==> src/rtl/mm_pkg.sv <==
`default_nettype none
// ============================================================================
// Module      : mm_pkg
// Description : Shared types and default sizes for the N-core matrix-multiply
//               processor. Holds the DRAM arbiter state encoding and the
//               default core count / DRAM geometry.
// Contents    : arb_state_t             - arbiter FSM state encoding
//               N_CORES_DEF             - default number of cores
//               DRAM_ADDR_W/DRAM_DATA_W - default DRAM address/data widths
// Revision    : 1.0 - initial release
// ============================================================================
package mm_pkg;

   localparam int N_CORES_DEF = 4;
   localparam int DRAM_ADDR_W = 16;
   localparam int DRAM_DATA_W = 8;

   typedef enum logic [1:0] {
      IDLE  = 2'd0,
      ISSUE = 2'd1,
      WAIT  = 2'd2,
      DONE  = 2'd3
   } arb_state_t;

endpackage : mm_pkg
`default_nettype wire

==> src/rtl/rr_arbiter.sv <==
`default_nettype none
// ============================================================================
// Module      : rr_arbiter
// Description : Purely combinational round-robin pick. The search starts one
//               position above the previous winner and wraps, so the last
//               winner always has the lowest priority.
// Ports       : req      in  N      request vector
//               last_gnt in  IDX_W  index of the previous winner
//               gnt      out N      one-hot grant (zero when no request)
//               gnt_idx  out IDX_W  index of the granted requester
//               any_req  out 1      at least one request is present
// Revision    : 1.0 - initial release
// ============================================================================
module rr_arbiter
   import mm_pkg::*;
#(
   parameter int N     = N_CORES_DEF,
   parameter int IDX_W = (N > 1) ? $clog2(N) : 1
) (
   input  logic [N-1:0]     req,
   input  logic [IDX_W-1:0] last_gnt,
   output logic [N-1:0]     gnt,
   output logic [IDX_W-1:0] gnt_idx,
   output logic             any_req
);

   logic             w_found;
   logic [IDX_W-1:0] w_cand;

   always_comb begin : p_pick
      gnt     = '0;
      gnt_idx = '0;
      any_req = |req;
      w_found = 1'b0;
      w_cand  = '0;
      // Offsets 1..N visit every requester once, ending on last_gnt itself.
      for (int i = 1; i <= N; i++) begin
         w_cand = IDX_W'((int'(last_gnt) + i) % N);
         if (!w_found && req[w_cand]) begin
            w_found       = 1'b1;
            gnt_idx       = w_cand;
            gnt[w_cand]   = 1'b1;
         end
      end
   end

endmodule : rr_arbiter
`default_nettype wire

==> src/rtl/dram_arbiter.sv <==
`default_nettype none
// ============================================================================
// Module      : dram_arbiter
// Description : Shares one single-port data RAM between N_CORES control units.
//               One single-word read or write is in flight at a time; cores
//               are served in round-robin order. Each access ends with a
//               one-cycle ack to its core; read data is returned on rdata.
// Ports       : clk        in  1               system clock, rising edge
//               rst_n      in  1               async active-low reset
//               req        in  N_CORES         per-core request, held to ack
//               req_we     in  N_CORES         per-core 1=write 0=read
//               req_addr   in  N_CORES*ADDR_W  packed per-core addresses
//               req_wdata  in  N_CORES*DATA_W  packed per-core write data
//               ack        out N_CORES         one-cycle completion pulse
//               rdata      out DATA_W          last read result (registered)
//               status     out N_CORES         1 = core has nothing pending
//               ram_addr   out ADDR_W          DRAM address
//               ram_wdata  out DATA_W          DRAM write data
//               ram_we     out 1               DRAM write strobe
//               ram_re     out 1               DRAM read strobe
//               ram_rdata  in  DATA_W          DRAM read data
// Revision    : 1.0 - initial release
// ============================================================================
module dram_arbiter
   import mm_pkg::*;
#(
   parameter int N_CORES = N_CORES_DEF,
   parameter int ADDR_W  = DRAM_ADDR_W,
   parameter int DATA_W  = DRAM_DATA_W,
   parameter int RAM_LAT = 2
) (
   input  logic                        clk,
   input  logic                        rst_n,
   input  logic [N_CORES-1:0]          req,
   input  logic [N_CORES-1:0]          req_we,
   input  logic [N_CORES*ADDR_W-1:0]   req_addr,
   input  logic [N_CORES*DATA_W-1:0]   req_wdata,
   output logic [N_CORES-1:0]          ack,
   output logic [DATA_W-1:0]           rdata,
   output logic [N_CORES-1:0]          status,
   output logic [ADDR_W-1:0]           ram_addr,
   output logic [DATA_W-1:0]           ram_wdata,
   output logic                        ram_we,
   output logic                        ram_re,
   input  logic [DATA_W-1:0]           ram_rdata
);

   localparam int c_IDX_W = $clog2(N_CORES);
   localparam int c_CNT_W = (RAM_LAT > 1) ? $clog2(RAM_LAT) : 1;

   arb_state_t          r_state;
   arb_state_t          w_next_state;
   logic [c_IDX_W-1:0]  r_last_gnt;
   logic [c_IDX_W-1:0]  r_winner;
   logic [N_CORES-1:0]  r_win_oh;
   logic [c_CNT_W-1:0]  r_lat_cnt;
   logic [N_CORES-1:0]  w_gnt;
   logic [c_IDX_W-1:0]  w_gnt_idx;
   logic                w_any_req;
   logic [ADDR_W-1:0]   w_sel_addr;
   logic [DATA_W-1:0]   w_sel_wdata;
   logic                w_sel_we;

   rr_arbiter #(
      .N     (N_CORES),
      .IDX_W (c_IDX_W)
   ) u_rr (
      .req      (req),
      .last_gnt (r_last_gnt),
      .gnt      (w_gnt),
      .gnt_idx  (w_gnt_idx),
      .any_req  (w_any_req)
   );

   // One-hot mux of the winning core's request fields.
   always_comb begin : p_sel
      w_sel_addr  = '0;
      w_sel_wdata = '0;
      w_sel_we    = 1'b0;
      for (int i = 0; i < N_CORES; i++) begin
         if (w_gnt[i]) begin
            w_sel_addr  = req_addr[i*ADDR_W +: ADDR_W];
            w_sel_wdata = req_wdata[i*DATA_W +: DATA_W];
            w_sel_we    = req_we[i];
         end
      end
   end

   // A core with its request line low has nothing to wait for.
   assign status = ~req;

   always_ff @(posedge clk or negedge rst_n) begin : p_state
      if (!rst_n) begin
         r_state <= IDLE;
      end else begin
         r_state <= w_next_state;
      end
   end

   always_comb begin : p_next
      w_next_state = r_state;
      case (r_state)
         IDLE:    if (w_any_req) w_next_state = ISSUE;
         // ram_we is high exactly in ISSUE for a write, so it tells the kind.
         ISSUE:   w_next_state = ram_we ? DONE : WAIT;
         WAIT:    if (r_lat_cnt == '0) w_next_state = DONE;
         DONE:    w_next_state = IDLE;
         default: w_next_state = IDLE;
      endcase
   end

   // Outputs are registered one cycle ahead of the state they belong to:
   // strobes are loaded in IDLE so they are high during ISSUE, and ack is
   // loaded on the way into DONE so it is high during DONE.
   always_ff @(posedge clk or negedge rst_n) begin : p_data
      if (!rst_n) begin
         ack        <= '0;
         rdata      <= '0;
         ram_addr   <= '0;
         ram_wdata  <= '0;
         ram_we     <= 1'b0;
         ram_re     <= 1'b0;
         r_last_gnt <= c_IDX_W'(N_CORES - 1);
         r_winner   <= '0;
         r_win_oh   <= '0;
         r_lat_cnt  <= '0;
      end else begin
         ack    <= '0;
         ram_we <= 1'b0;
         ram_re <= 1'b0;
         case (r_state)
            IDLE: begin
               if (w_any_req) begin
                  r_winner  <= w_gnt_idx;
                  r_win_oh  <= w_gnt;
                  ram_addr  <= w_sel_addr;
                  ram_wdata <= w_sel_wdata;
                  ram_we    <= w_sel_we;
                  ram_re    <= ~w_sel_we;
               end
            end
            ISSUE: begin
               if (ram_we) begin
                  ack <= r_win_oh;
               end else begin
                  r_lat_cnt <= c_CNT_W'(RAM_LAT - 1);
               end
            end
            WAIT: begin
               if (r_lat_cnt == '0) begin
                  rdata <= ram_rdata;
                  ack   <= r_win_oh;
               end else begin
                  r_lat_cnt <= r_lat_cnt - 1'b1;
               end
            end
            DONE: begin
               r_last_gnt <= r_winner;
            end
            default: ;
         endcase
      end
   end

endmodule : dram_arbiter
`default_nettype wire

==> config.mk <==
export PLATFORM = sky130hd
export DESIGN_NAME = dram_arbiter
export DESIGN_NICKNAME = d
export VERILOG_FILES = /design/src/rtl/mm_pkg.sv /design/src/rtl/rr_arbiter.sv /design/src/rtl/dram_arbiter.sv
export SDC_FILE = /design/constraint.sdc
export NUM_CORES = 1
export LEC_CHECK = 0
export CORE_MARGIN = 3
export CORE_UTILIZATION = 38
export DETAILED_ROUTE_END_ITERATION = 6
export GPL_TIMING_DRIVEN = 0
export PLACE_DENSITY = 0.88
export SLEW_MARGIN = 20
export SYNTH_ARGS = -nofsm -noshare
export SYNTH_HDL_FRONTEND = slang
export SYNTH_SLANG_ARGS = --single-unit
==> constraint.sdc <==
create_clock -name clk -period 3.6 [get_ports clk]
set_input_delay 0.72 -clock clk [delete_from_list [all_inputs] [get_ports clk]]
set_output_delay 0.72 -clock clk [all_outputs]
set_load 0.03 [all_outputs]
== Word level (Yosys, flattened, before mapping) ==
Index checks and enable logic that the tools add are counted.
Widths: inputs -> output; s select.

* Bits in registers: 49
* Input port bits: 114
* Output and inout bits: 42

* $add $sub $neg: 5
* Order comparisons: 8
* Equality and inequality tests: 6
* Multiplexer cells: 53
* Bitwise gates (word level): 6
* Reduce and logical (&&, ||, !) cells: 17

{| class="wikitable"
|+ Operators with widths
! kind !! count
|-
| $mux 16 || 4
|-
| $mux 8 || 4
|-
| $mux 4 || 6
|-
| $mux 1 || 22
|-
| $lt 2x3->1 const B || 4
|-
| $mux 2 || 6
|-
| $or 4x4->4 || 3
|-
| $bmux 1 s2 || 4
|-
| $demux 1 s2 || 4
|-
| $ge 2x1->1 const B || 4
|-
| $pmux 2 s4 || 1
|-
| $pmux 4 s2 || 1
|-
| $reduce_and 2->1 || 4
|-
| $logic_and 1x1->1 || 7
|-
| $add 2x1->2 const B || 2
|-
| $add 2x2->2 const B || 2
|-
| $eq 2x2->1 const B || 2
|-
| $ne 2x2->1 const B || 2
|-
| $not 4->4 || 1
|-
| $reduce_or 4->1 || 1
|-
| $logic_not 1->1 || 3
|-
| $eq 2x1->1 const B || 1
|-
| $logic_not 2->1 || 1
|-
| $ne 2x1->1 const B || 1
|-
| 4 further kinds || 5
|}

== Logic depth before layout (Yosys ltp) ==
Gate-level depths: netlist (run 1).

* Depth in word-level cells: 20
* Mapped depth: 14
* Depth with buffers taken out: 8

== Cells and area by module ==
Synthesis (run 1) repeated with hierarchy kept, for this count alone.

* Cells, all modules: 390
* Area, all modules: 3365.7 um^2

{| class="wikitable"
|+ By module, submodules not included
! module !! instances !! cells each !! area each (um^2) !! sequential area each (um^2)
|-
| dram_arbiter || 1 || 308 || 2735.1 || 1228.7
|-
| rr_arbiter || 1 || 82 || 630.6 || 0.0
|}

== Worst setup path before layout (run 1) ==
Ideal clock, no wire load.

* Path kind: reg2reg
* Start point: register r_last_gnt[0]
* End point: register ram_wdata[3]
* Arrival time: 3.462 ns
* Data required time: 3.508 ns
* Slack: 0.047 ns
* Cell stages (with the launch flop): 13
* Buffers on the path: 4
* Clock period less this slack: 3.553 ns
* Cell sequence: dfstp_2 -> buf_6 -> clkbuf_1 -> inv_1 -> ha_1 -> buf_6 -> mux4_2 -> nor4b_4 -> nand2_2 -> a211oi_4 -> buf_6 -> a221oi_2 -> o31ai_2

* Longest elaborated chain between the ends: 17
* Elaborated cells on any way between the ends: 52
* Classes of those cells: 4 x add/sub; 8 x order compare; 27 x mux; 3 x bitwise; 10 x reduce/logical

{| class="wikitable"
|+ Ends and longest elaborated chain
! element !! RTL line !! source
|-
| start: declaration || dram_arbiter.sv:53 || <nowiki>logic [c_IDX_W-1:0] r_last_gnt;</nowiki>
|-
| start signal: assignment || dram_arbiter.sv:123 || <nowiki>r_last_gnt <= c_IDX_W'(N_CORES - 1);</nowiki>
|-
| start signal: assignment || dram_arbiter.sv:158 || <nowiki>r_last_gnt <= r_winner;</nowiki>
|-
| parallel branches: the longest is 12 deep, another holds $lt 2x3->1 || -- ||
|-
| $mux 4 (*) || rr_arbiter.sv:39 || <nowiki>if (!w_found && req[w_cand]) begin</nowiki>
|-
| $mux 8 (3 in a row) || dram_arbiter.sv:81 || <nowiki>if (w_gnt[i]) begin</nowiki>
|-
| $mux 8 (*) || dram_arbiter.sv:81 ||
|-
| end signal: assignment || dram_arbiter.sv:137 || <nowiki>ram_wdata <= w_sel_wdata;</nowiki>
|-
| end: declaration || dram_arbiter.sv:42 || <nowiki>output logic [DATA_W-1:0] ram_wdata,</nowiki>
|}

Mark *: on every way between the ends. The select of a mux whose other input is x is not followed.
A chain may end at the register's enable or synchronous reset.

== Worst setup path after layout (run 1) ==
* Start point: register r_last_gnt[0]
* End point: register ram_addr[9]

* Longest elaborated chain between the ends: 17
* Elaborated cells on any way between the ends: 52
* Classes of those cells: 4 x add/sub; 8 x order compare; 27 x mux; 3 x bitwise; 10 x reduce/logical

{| class="wikitable"
|+ Ends and longest elaborated chain
! element !! RTL line !! source
|-
| parallel branches: the longest is 12 deep, another holds $lt 2x3->1 || -- ||
|-
| $mux 4 (*) || rr_arbiter.sv:39 ||
|-
| $mux 16 (3 in a row) || dram_arbiter.sv:81 ||
|-
| $mux 16 (*) || dram_arbiter.sv:81 ||
|-
| end signal: assignment || dram_arbiter.sv:136 || <nowiki>ram_addr <= w_sel_addr;</nowiki>
|-
| end: declaration || dram_arbiter.sv:41 || <nowiki>output logic [ADDR_W-1:0] ram_addr,</nowiki>
|}

Marks and branches as above.

==> impl_metrics.ini, run 1 <==
[detailed_routing]
drc = 0
drtIter0Drc = 173
dr.pass1.iters = 4
vias = 3374
viasPerCell = 5.577
final_antenna_net_count = 0
wire_per_inst_um = 18.63
drt-total-wl_mm = 11.27

[floorplan]
die_w_um = 100.3
start_util_pct = 40.14
die-area_sq_mm = 0.01006
rows = 33
io-pin-count = 156
core_sq_mm = 0.008423
die_h_um = 100.3

[layout]
diodes = 0
final_cell_mix = clkdlybuf4s50_1 (151), dfrtp_1 (47), nand2_1 (41)
final_util_pct = 65.88
layout-drive-gt1-share_pct = 24.20
final_common_cell = clkdlybuf4s50_1
design_area_sq_mm = 0.005549
final_nets = 625
syn_to_final_growth_pct = 64.14
fill_cells = 631

[yosys]
synth_top_area_cell = dfrtp_1
synth.top_cells.by_area = dfrtp_1 (35%), a221oi_2 (9.3%), o31ai_2 (6.7%), a2bb2oi_1 (6.2%), nand2_1 (4.7%)
ys_seq_area_share_pct = 36.34
synth_ff_type = dfrtp_1
synthCells = 321
synth_top_area_share_pct = 34.79
syn_nets = 447
synth-seq-cells = 49
yosysWarnings = 0
syn_area_sq_mm = 0.003381
synth_edf_count = 0
syn_avg_cell_area_sq_um = 10.53
synth_cell_type_count = 48
synth-async-reset-ratio_pct = 100.0

[global_routing]
grt_antenna_before_repair = 0
grt_max_degree = 30
overflow = 0
grt_pass1_vias = 3549
grt_first_pass_wirelength_mm = 17.17
track_usage_pct = 21.50

[clock_network]
root_buffer = clkbuf_8
cts-htree-levels = 2
cts_buffers = 5
cts_tree = built
insertion_delay_ns = 0.31
ctsHoldBuffers = 0
clk_path_buf_depth = 2
cts_sinks = 49
clk_pin_slew_ns = 0.10

[worst_setup_path]
max_stage_delay_ns = 0.60
cp_slowest_cell = mux4_2
worst_path_most_repeated_cell = buf_6
cp.arrival_ns = 3.65
required_ns = 3.82
end_kind = flop
worst_setup_path_start_kind = flop
worstPathCellList = buf_6 > buf_8 > inv_2 > ha_1 > buf_6 > mux4_2 > nor4b_4 > nand2_2 > a211oi_4 > buf_6 > buf_4 > a221oi_1 > o31ai_1
path_max_fanout = 10
criticalPathCategory = flop to flop

[power_and_ir_drop]
total_power_uw = 5939
vdd_drop_max_mv = 0.6216
p_leak_uw = 0.002195
power_density_mw_per_mm2 = 1070

[placement]
placed_area_sq_mm = 0.005049
pre_cts_ws_ns = -0.5985
dp_hpwl_mm = 8.382
place.gp.congestion = 0.9433
place.port_buffers = 152

[sta]
fin_ws_ns = 0.1614
slew-limit-headroom_pct = 60.45
rsz0062_at_grt = false
final-max-slew-violation-count = 0
final-setup-viol-count = 0
timing.fmax_mhz = 290.8
period_minus_slack_ns = 3.439
timing.final.crit_share_pct = 95.52
fin_worst_skew_ns = 0.007893
hold_viol = 0
tightestPinTransition_ns = 0.5879

[job]
cap_viol_max_count = 0

[status]
outcome = complete, no violations

[hold_path]
hp-class = primary input to asynchronous set/reset pin
-- sequential cells by signal (all words and copies together), names as in the netlist --
signal / count
ram_addr: 16
ram_wdata: 8
rdata: 8
ack: 4
r_win_oh: 4
r_last_gnt: 2
r_state: 2
r_winner: 2
r_lat_cnt: 1
ram_re: 1
ram_we: 1
-- routing by layer --
metal	track usage [%]	wire length, um	up-vias
li1	-	-	1565
met1	24.27	4476	1654
met2	40.01	5896	138
met4	6.736	214	0
met3	4.656	683	17
met5	0	0	-
-- metrics by stage --
| stage | hold WS (ns) | instances | setup TNS (ns) |
|---|---|---|---|
| after CTS | 0.3630 | 596 | -0.0006657 |
| after global routing | 0.3838 | 605 | 0 |
| final | 0.3538 | 605 | 0 |
| after global placement | 0.4583 | 578 | -9.849 |
| after detailed placement | 0.4631 | 579 | -12.21 |
| after floorplan | 0.4244 | 321 | 0 |
-- cell type report --
| type | count | area [sq um] | area share [%] |
|---|---|---|---|
| Clock inverter | 2 | 37.54 | 0.6764 |
| Tap cell | 105 | 131.4 | 2.368 |
| Multi-Input combinational cell | 233 | 2107 | 37.97 |
| Buffer | 27 | 209.0 | 3.765 |
| Timing Repair Buffer | 173 | 1712 | 30.85 |
| Inverter | 10 | 37.54 | 0.6764 |
| Sequential cell | 49 | 1232 | 22.21 |
| Clock buffer | 6 | 82.58 | 1.488 |
-- worst paths after layout --
path                                                 from  cells past startpoint                   endpoint  slack, ns
worst max-delay path            r_last_gnt[0]$_DFFE_PN1N_                     13    ram_addr[9]$_DFFE_PN0P_       0.16
worst min-delay path                                rst_n                      1           ack[3]$_DFF_PN0_       0.35
worst max register to register  r_last_gnt[0]$_DFFE_PN1N_                     13    ram_addr[9]$_DFFE_PN0P_       0.16
worst min register to register    r_win_oh[2]$_DFFE_PN0P_                      2    r_win_oh[2]$_DFFE_PN0P_       0.49
max in group asynchronous                           rst_n                      2  r_last_gnt[1]$_DFFE_PN1N_       2.65
min in group clk                  r_win_oh[2]$_DFFE_PN0P_                      2    r_win_oh[2]$_DFFE_PN0P_       0.49
-- power by group --
part | internal [uW] | switching [uW] | leakage (uW) | total [uW]
combinational | 2100 | 2440 | 0.00153 | 4540
clock | 226 | 195 | 0.0000574 | 421
sequential | 825 | 151 | 0.000604 | 976
-- logic make-up (layout without fill, tap and decap cells) --
group	after synthesis	after routing	share of synthesized area, %
adders and majority gates	12	12	4.441
and+or+nand+nor	96	96	13.29
DFF	49	49	36.34
AOI/OAI and AO/OA	108	108	32.83
buffers and inverters	39	218	6.181
muxes	17	17	6.921
-- synthesized netlist by cell type (3+ instances only) --
| master | instances |
|---|---|
| a221oi_1 | 5 |
| buf_2 | 8 |
| o31ai_2 | 18 |
| o31ai_1 | 6 |
| dfrtp_1 | 47 |
| nor2b_1 | 5 |
| a221oi_2 | 21 |
| buf_6 | 4 |
| and2_1 | 5 |
| a2bb2oi_1 | 24 |
| ha_1 | 12 |
| clkbuf_1 | 13 |
| mux2_2 | 11 |
| mux4_2 | 4 |
| nor2_1 | 31 |
| a21oi_1 | 8 |
| nand2_1 | 42 |
| o21ai_0 | 9 |
| buf_4 | 3 |
| inv_1 | 10 |
-- critical path, delay by kind of cell, from the launching register on --
kind	cells	cell delay, ns
mux	1	0.60
flops	1	0.55
fa+ha+maj	1	0.30
compound gates	3	0.55
simple gates	2	0.59
buf+inv	6	0.75
-- repair_timing --
action | CTS | global route
gates resized for setup | 11 | 31
buffers inserted | 10 | 9
gates cloned | 0 | 1
endpoints found under the setup margin | 29 | 29
pin swaps | 3 | 4
Note: power is estimated with default switching activity, not from simulation.
==> run 2: changes to the inputs <==
--- a/config.mk
+++ b/config.mk
@@ -6,7 +6,7 @@
 export NUM_CORES = 1
 export LEC_CHECK = 0
 export CORE_MARGIN = 3
-export CORE_UTILIZATION = 38
+export CORE_UTILIZATION = 40
 export DETAILED_ROUTE_END_ITERATION = 6
 export GPL_TIMING_DRIVEN = 0
 export PLACE_DENSITY = 0.88
==> constraint.sdc (replaced) <==
create_clock -name clk -period 4.3 [get_ports clk]
set_input_delay 0.86 -clock clk [delete_from_list [all_inputs] [get_ports clk]]
set_output_delay 0.86 -clock clk [all_outputs]
set_load 0.03 [all_outputs]
==> run 2 against run 1 <==
  * Worst hold slack improved by 0.12 ns
  * Routed wire length fell by 0.37%
  * Register-to-register slack improved by 0.11 ns
  * Die area fell by 4.7%
  * Sequential cell count did not move
  * Utilization fell by 1.2 points
  * Clock power fell by 27%
  * Highest routed layer unchanged
==> impl_metrics.ini, run 2 (synthesis results as in run 1) <==
[power_and_ir_drop]
p_leak_uw = 0.002048
power_density_mw_per_mm2 = 855.5
vdd_drop_max_mv = 0.3949

[clock_network]
root_buffer = clkbuf_8
cts_resized = 0
clk_pin_slew_ns = 0.10
cts_tree = built
insertion_delay_ns = 0.32
cts_buffers = 5
clk_path_buf_depth = 2
cts_sinks = 49
cts-htree-levels = 2

[global_routing]
grt.met3_usage_pct = 6.929
grt_max_degree = 50
grt_pass1_vias = 3453
grt_antenna_before_repair = 0
met2_usage_pct = 37.70
grtUsageMet1_pct = 29.72
track_usage_pct = 23.10
grt_first_pass_wirelength_mm = 18.05
overflow = 0
busiest_layer = met2

[sta]
slew-limit-headroom_pct = 56.18
fin_worst_skew_ns = 0.007098
period_minus_slack_ns = 4.026
rsz0062_at_grt = false
final-setup-viol-count = 0
timing.fmax_mhz = 248.4
tns_ns = 0
timing.final.crit_share_pct = 93.63
hold_viol = 0
final-max-slew-violation-count = 0
tightestPinTransition_ns = 0.6572

[layout]
final_cell_mix = clkdlybuf4s50_1 (151), dfrtp_1 (47), nand2_1 (42)
design_area_sq_mm = 0.005152
largestRegisters = ram_addr (16), ram_wdata (8), rdata (8)
largest_reg_flops = 16
layout-drive-gt1-share_pct = 18.84
syn_to_final_growth_pct = 52.41
fill_cells = 638
final_common_cell = clkdlybuf4s50_1
diodes = 0
final_nets = 608
max_flop_register = ram_addr

[detailed_routing]
final_antenna_net_count = 0
drt-total-wl_mm = 11.23
drc = 0
drtIter0Drc = 130
viasPerCell = 5.668
vias = 3316
wire_per_inst_um = 19.19
dr.pass1.iters = 4

[worst_setup_path]
path_max_fanout = 10
criticalPathCategory = flop to flop
required_ns = 4.50
end_kind = flop
cp.arrival_ns = 4.23
worst_setup_path_start_kind = flop

[floorplan]
die-area_sq_mm = 0.009591
die_h_um = 97.94
start_util_pct = 42.43
die_w_um = 97.94
core_sq_mm = 0.007968
rows = 32
io-pin-count = 156

[placement]
place.port_buffers = 152
dp_hpwl_mm = 8.371
place.gp.congestion = 0.8749
placed_area_sq_mm = 0.005027

[status]
outcome = complete, no violations

[job]
cap_viol_max_count = 0

[hold_path]
hp-class = flop to flop
==> run 2: cell count changes in the layout (fill, tap and decap cells not counted), moves of 2 or more <==
cell      delta
buf_4       -13
buf_8        -2
a221oi_4    -11
buf_12       -2
a221oi_1     +3
clkbuf_1     +5
a221oi_2     +8
clkbuf_2     -3
==> run 2: layout make-up <==
type	count	area, sq um	area share, %
buffer	29	171.4	3.327
timing repair buffer	154	1546	30.01
multi-input combinational	233	1943	37.71
clock buffer	5	68.82	1.336
sequential	49	1229	23.85
clock inverter	3	28.78	0.5585
tap	102	127.6	2.477
inverter	10	37.54	0.7285
==> run 2: critical path, cell delays in order, from the launching register on <==
cell and delay [ns]:
dfstp_2 0.59, buf_6 0.15, clkbuf_1 0.32, inv_1 0.18
ha_1 0.33, buf_6 0.13, mux4_2 0.62, nand3b_1 0.14
a21oi_1 0.11, a221oi_4 0.45, clkbuf_1 0.52, a2bb2oi_1 0.28
o31ai_2 0.09
==> run 2: where the power goes <==
| group | internal [uW] | leakage [uW] | switching [uW] |
|---|---|---|---|
| logic | 1420 | 0.00139 | 1870 |
| registers | 687 | 0.000604 | 122 |
| clock network | 122 | 0.0000506 | 186 |
==> run 2: per-stage QoR <==
stage,utilization (%),hold slack [ns],setup slack (ns),std cells,power [uW]
final,64.67,0.4769,0.2741,585,4408
after global routing,64.67,0.5118,0.008419,585,4700
after CTS,64.32,0.4790,0.1967,583,4372
after detailed placement,63.10,0.4548,0.2146,575,4063
after global placement,63.13,0.4517,0.2864,575,3972
after floorplan,-,0.4376,0.7467,321,3103
==> run 2: repair_timing <==
| item | in CTS | in global routing |
|---|---|---|
| hold buffers | 0 | 0 |
| endpoints found under the setup margin | 0 | 12 |
| setup buffers | 0 | 2 |
==> run 2: path summary, 6_finish.rpt <==
| path | start | end | slack (ns) | depth (start not counted) |
|---|---|---|---|---|
| setup / recovery | r_last_gnt[0]$_DFFE_PN1N_ | ram_addr[4]$_DFFE_PN0P_ | 0.27 | 12 |
| hold / removal | r_win_oh[1]$_DFFE_PN0P_ | r_win_oh[1]$_DFFE_PN0P_ | 0.48 | 2 |
| setup reg to reg | r_last_gnt[0]$_DFFE_PN1N_ | ram_addr[4]$_DFFE_PN0P_ | 0.27 | 12 |
| hold reg to reg | r_win_oh[1]$_DFFE_PN0P_ | r_win_oh[1]$_DFFE_PN0P_ | 0.48 | 2 |
| max in group asynchronous | rst_n | ram_addr[2]$_DFFE_PN0P_ | 3.30 | 1 |
| min in group asynchronous | rst_n | rdata[1]$_DFFE_PN0P_ | 0.55 | 1 |
==> run 2: per-layer routing <==
metal / wire length [um] / up-vias
met4: 202 / 0
met2: 5502 / 152
met5: 0 / -
met3: 948 / 19
met1: 4574 / 1611
li1: - / 1534
